File: config.mk
export PLATFORM = sky130hd
export DESIGN_NAME = timer_ctrl
export DESIGN_NICKNAME = d
export VERILOG_FILES = /design/src/rtl/timer_ctrl.sv
export SDC_FILE = /design/constraint.sdc
export NUM_CORES = 1
export LEC_CHECK = 0
export ABC_AREA = 1
export CAP_MARGIN = 25
export CORE_MARGIN = 2
export CORE_UTILIZATION = 30
export DETAILED_ROUTE_END_ITERATION = 16
export PLACE_DENSITY = 0.51
export SLEW_MARGIN = 5
export SYNTH_ARGS = -nofsm -noshare
export SYNTH_HDL_FRONTEND = slang
export SYNTH_SLANG_ARGS = --single-unit
File: constraint.sdc
create_clock -name clk -period 1.8 [get_ports clk]
set_input_delay 0.36 -clock clk [delete_from_list [all_inputs] [get_ports clk]]
set_output_delay 0.36 -clock clk [all_outputs]
set_load 0.05 [all_outputs]
File: src/rtl/timer_ctrl.sv
// timer_ctrl: run/pause/done sequencer for a BCD down-counter, with tick prescaler
// Ports: clk, rst_n (sync, active low), start_stop/clr (one-cycle pulses),
// count_zero (datapath all-zero), cnt_en (decrement pulse), cnt_load (reload pulse),
// alarm (high in DONE), state (IDLE=00 RUN=01 PAUSE=10 DONE=11).
// Optional macro TIMER_AUTO_RELOAD_EN: leave DONE for RUN after ALARM_CYCLES cycles.
module timer_ctrl #(
  parameter int TICK_DIV     = 100000000,
  parameter int ALARM_CYCLES = 300000000
) (
  input  logic       clk,
  input  logic       rst_n,
  input  logic       start_stop,
  input  logic       clr,
  input  logic       count_zero,
  output logic       cnt_en,
  output logic       cnt_load,
  output logic       alarm,
  output logic [1:0] state
);
  localparam int PW = $clog2(TICK_DIV);
  typedef enum logic [1:0] {IDLE = 2'b00, RUN = 2'b01, PAUSE = 2'b10, DONE = 2'b11} state_t;
  state_t cur, nxt;
  logic [PW-1:0] presc, presc_nxt;
  logic term, reload, en_nxt, load_nxt;
  assign term  = presc == PW'(TICK_DIV - 1);
  assign state = cur;
`ifdef TIMER_AUTO_RELOAD_EN
  localparam int AW = ALARM_CYCLES > 1 ? $clog2(ALARM_CYCLES) : 1;
  logic [AW-1:0] acnt;
  assign reload = cur == DONE && acnt == AW'(ALARM_CYCLES - 1);
  // zero outside DONE, so it starts from 0 on every DONE entry
  always_ff @(posedge clk)
    if (!rst_n) acnt <= '0;
    else acnt <= cur == DONE ? acnt + AW'(1) : '0;
`else
  assign reload = 1'b0 && ALARM_CYCLES != 0;
`endif
  always_comb begin
    nxt = cur;
    case (cur)
      IDLE:    if (start_stop) nxt = count_zero ? DONE : RUN;
      RUN:     nxt = start_stop ? PAUSE : count_zero ? DONE : RUN;
      PAUSE:   if (start_stop) nxt = RUN;
      DONE:    nxt = start_stop ? IDLE : reload ? RUN : DONE;
      default: nxt = IDLE;
    endcase
    if (clr) nxt = IDLE;
    // ticks only while staying in RUN, so a pause on the terminal count keeps it
    en_nxt    = cur == RUN && nxt == RUN && term;
    load_nxt  = clr || (cur == DONE && nxt != DONE);
    presc_nxt = (nxt == IDLE || (nxt == RUN && (cur == IDLE || cur == DONE))) ? '0 :
                (cur == RUN && nxt == RUN) ? (term ? '0 : presc + PW'(1)) : presc;
  end
  always_ff @(posedge clk)
    if (!rst_n) begin
      cur      <= IDLE;
      presc    <= '0;
      cnt_en   <= 1'b0;
      cnt_load <= 1'b0;
      alarm    <= 1'b0;
    end else begin
      cur      <= nxt;
      presc    <= presc_nxt;
      cnt_en   <= en_nxt;
      cnt_load <= load_nxt;
      alarm    <= nxt == DONE;
    end
endmodule
Word level (Yosys, flattened, before mapping) --
Index checks and enable logic that the tools add are counted.
Word-level totals: register bits after elaboration 32, input port bits 5, output and inout port bits 5, word-level logic and storage cells 32
Operators by class: $add $sub $neg 1, equal/unequal tests 7, multiplexer cells 8, bitwise operators 1, reductions and logical operators 10
Operators with widths (number):
- $add A27 B1 Y27 const B | 1
- $eq A27 B27 Y1 const B | 1
- $mux W27 | 1
- $mux W2 | 6
- $pmux W2 S4 | 1
- $eq A2 B2 Y1 const B | 3
- $eq A2 B1 Y1 const B | 2
- $logic_and A1 B1 Y1 | 4
- $logic_not A2 Y1 | 2
- $logic_or A1 B1 Y1 | 3
- $ne A2 B2 Y1 const B | 1
- $reduce_or A2 Y1 | 1
- $not A1 Y1 | 1

Logic depth before layout (Yosys ltp) --
depth after elaboration 8, mapped depth 11, gate-level depth less buffers 11

Least setup slack after synthesis --
Ideal clock, no wire load.
kind flip-flop to flip-flop, start reg cur[0] (netlist: state[0]), end reg presc[19], arrival 1.901 ns, slack -0.167 ns, stages on the path, launching flop included 11, path buffers 1, period minus slack after synthesis 1.967 ns, cells stage by stage dfxtp_1 -> inv_1 -> ha_1 -> nand2_1 -> nor2_1 -> nor2_2 -> nand2_2 -> o21ai_4 -> inv_2 -> buf_6 -> a21oi_2
Between the ends: cells in the longest elaborated chain, start to end 7, elaborated cells between the ends (all ways) 15, those cells by class eq/ne (4); mux (4); reduce/logical (7)
RTL lines:
- start, declared | RTL line 22 | state_t cur, nxt;
- start signal, assigned | RTL line 62 | cur <= nxt;
- $eq A2 B2 Y1 (tied with other cells) | RTL line 40, 51
- $pmux W2 S4 | RTL line 40 | case (cur)
- $mux W2 | RTL line 47 | if (clr) nxt = IDLE;
- $eq A2 B1 Y1 | RTL line 51, 52
- $logic_and A1 B1 Y1 | RTL line 51 | presc_nxt = (nxt == IDLE || (nxt == RUN && (cur == IDLE || cur == DONE))) ? '0 :
- $logic_or A1 B1 Y1 | RTL line 51
- $reduce_or A2 Y1 (no source line)
- end signal, assigned | RTL line 63 | presc <= presc_nxt;
- end, declared | RTL line 23 | logic [PW-1:0] presc, presc_nxt;
Parallel ways exist; a longest one is shown, timed or not. A chain may end at the register's enable or synchronous reset.

Worst setup path after layout --
start reg alarm, end out alarm
RTL lines:
- start, declared | RTL line 17 | output logic alarm,
- start signal, assigned | RTL line 60 | alarm <= 1'b0;
- start signal, assigned | RTL line 66 | alarm <= nxt == DONE;
No word-level cell between the ends.

==> impl_results.md <==
* Mapped Avg Cell Area at 6.31 um2
* Top Metal Used: met4
* Reg2reg path depth at 9
* Worst Path Max Fanout at 1
* Util after Layout at 38.0%
* Gr ovfl total at 0
* Post-CTS Hold Buffers at 0
* GRT Total Usage at 15.7%
* Seq cells post-synth at 32
* Starting DRC count in detailed routing at 131
* Nature of the critical path endpoint: output pin
* F_max at 572 MHz
* Status: completed
* Drt via density at 4.72
* Leak Pwr at 0.950 nW
* Wire length per cell at 13.1 um
* Worst hold start: presc[6]
* CP startpoint kind: flop
* CP max stage delay at 0.79 ns
* Vias in the first global route at 2,201
* Dpl hpwl at 4.48 mm
* Wirelength, routed at 6.39 mm
* Max clock buf depth at 2
* Syn nets at 371
* Met1 WL at 2.99 mm
* CTS clock-pin slew for the worst setup and hold paths at 0.07 ns
* Slew margin rel. at 67.1%
* Total Nets Final at 399
* Crit path required time at 1.44 ns
* Largest delay share family, worst path: buffers and inverters
* Crit path DAT at 1.39 ns
* Port bufs at 9
* Clk_skew at 0.00472 ns
* Critical path, cell by cell: clkdlybuf4s50_1
* Area Growth Syn to Fin at 21.7%
* RePlAce Congestion at 0.833
* Top area cells in the synthesized netlist: dfxtp_1 (28%), nand2_1 (19%), nor2_1 (8.9%)
* Die Width at 91.2 um
* H-tree levels at 2
* Worst r2r dst: presc[14]
* Period utilization at 97.0%
* Num CTS Buffers at 5
* Synthesized cell area at 2280 um2
* Metal2 WL at 2.91 mm
* Drt pass-1 iters at 4
* Hold EP: presc[6]
* Worst r2r src: state[0]
* Setup violations, final at 0
* Sequential-to-total area share from yosys stat at 28.1%
* Clock Latency Late Sink at 0.29 ns
* Ports at 10
* Final worst path period need at 1.75 ns
* Share of layout cells above drive strength 1 at 21.6%
* Initial Util at 31.2%
* Unrepaired setup endpoints after global routing: true
* Cell Pwr Density at 533 nW/um2
* Crit path kind: reg2out
* Top cell type's share of synthesized area at 28.1%
* HP Class: reg2reg
* Max-slew violations at 0
* Drt drc at 0
* Ys Warns at 0
* Placed cells at 477
* Worst hold path stage count at 2
* Max_cap viols at 0
* Die area at 8310 um2
* Count of non-filler cells in the finished layout at 488
* Worst-Margin Slew at 0.492 ns
* Pwr Total at 1.48 mW
* Clock root cell: clkbuf_8
* Area leader, netlist: dfxtp_1
* Cell count after synthesis at 361
* First-pass GRT wire length at 10.4 mm
* WP buf/inv at 1
* Maximum vdd drop at 0.206 mV
* Slowest CP cell: clkdlybuf4s50_1
* Fill cells at 821
* Die height at 91.2 um
* Unique cell type count in the Yosys netlist at 33
* Core area at 7290 um2
* R2R setup slack at 0.07 ns
* Final hold vios at 0
* Sinks on the clock net at 32
* Post-DRT Antenna Nets at 0
* Routed met3 length at 328 um
* Via count at 2,303
* Antenna cells at 0
* CTS tree: done
* Largest net degree at the start of global routing at 31
* Site Rows at 31
* Initial antenna violation count at 0
-- cells in the mapped netlist (all sizes together) --
master and count:
nor4 1, nand4 7, dfxtp 32, o21ai 7, or2 3, xnor2 1
and2 1, clkinv 1, nor3 8, inv 34, nand2 123, o21bai 1
a21oi 19, nor3b 1, nand3 33, nor2 69, xor2 4, buf 7
ha 5, nand3b 4
-- cells in the final DEF, fill, tap and decap left out, drive strengths merged --
cell / n
nor3: 8
nand3b: 4
and2: 1
buf: 20
clkinv: 1
o21bai: 1
xnor2: 1
dfxtp: 32
nor3b: 1
ha: 5
clkbuf: 9
dlymetal6s2s: 1
nor2: 69
clkdlybuf4s50: 5
xor2: 4
a21oi: 19
or2: 3
nand4: 7
nand3: 33
o21ai: 7
nand2: 123
nor4: 1
inv: 34
-- layer usage --
metal,track usage (%),vias to the layer above
met2,24.4,59
met1,20.6,1039
met4,7.45,0
met5,0,-
li1,-,1195
met3,3.65,10
-- area by class of cell --
type                    instances  area [um2]  area share (%)
clock buffers                   7        96.3            3.47
flip-flops and latches         32         648            23.4
well taps                      99         124            4.47
inverters                      35         134            4.83
multi-input cells             287        1480            53.5
repair buffers                 28         288            10.4
-- through the flow --
| stage | TNS, ns | setup WS (ns) | cell area (um2) | hold WS [ns] |
|---|---|---|---|---|
| detailed placement | -7.36 | -0.302 | 2560 | 0.506 |
| floorplan | 0 | 0.0478 | 2280 | 0.430 |
| global route | -0.0964 | -0.0252 | 2770 | 0.552 |
| CTS | 0 | 0.0386 | 2660 | 0.518 |
| finish | 0 | 0.0532 | 2770 | 0.517 |
| global placement | -5.89 | -0.248 | 2560 | 0.502 |
-- worst reg2reg max path: cells and delay by family, from the launching register on --
| kind | cells | cell delay [ns] |
|---|---|---|
| AND/OR/NAND/NOR | 4 | 0.30 |
| flip-flops | 1 | 0.37 |
| buffers and inverters | 2 | 0.30 |
| adder cells (fa/ha/maj) | 1 | 0.18 |
| AO/OA/AOI/OAI | 2 | 0.46 |
-- power by group --
group / internal [mW] / total (mW) / switching, mW
clock network: 0.341 / 0.626 / 0.285
registers: 0.711 / 0.714 / 0.00377
logic: 0.0510 / 0.138 / 0.0875
total: 1.10 / 1.48 / 0.376
-- worst max-delay path by stage --
stage,start,end,slack [ns],cells after the start
5_1_grt,count_zero,presc[3],-0.03,9
3_5_place_dp,start_stop,presc[5],-0.30,10
4_1_cts,alarm,alarm,0.04,1
2_1_floorplan,state[0],presc[19],0.05,10
3_3_place_gp,start_stop,presc[25],-0.25,10
6_report,alarm,alarm,0.05,1
-- state kept, by name, indices dropped and copies added, names as in the netlist --
name,count
alarm,1
cnt_en,1
cnt_load,1
presc,27
state,2
-- repair_timing --
| action | 4_1_cts | 5_1_grt |
|---|---|---|
| cloned | 0 | 2 |
| setup endpoints to repair | 3 | 25 |
| pin swaps | 0 | 3 |
| gates resized for setup | 1 | 14 |
| setup buffers | 0 | 2 |
-- logic make-up after synthesis --
group,count (synthesis),share of synthesized area [%]
buffers and inverters,42,8.46
AO/OA/AOI/OAI,27,8.35
adder cells (fa/ha/maj),5,2.75
XOR/XNOR,5,1.92
flip-flops,32,28.1
AND/OR/NAND/NOR,250,50.4
Note: power is estimated with default switching activity, not from simulation.
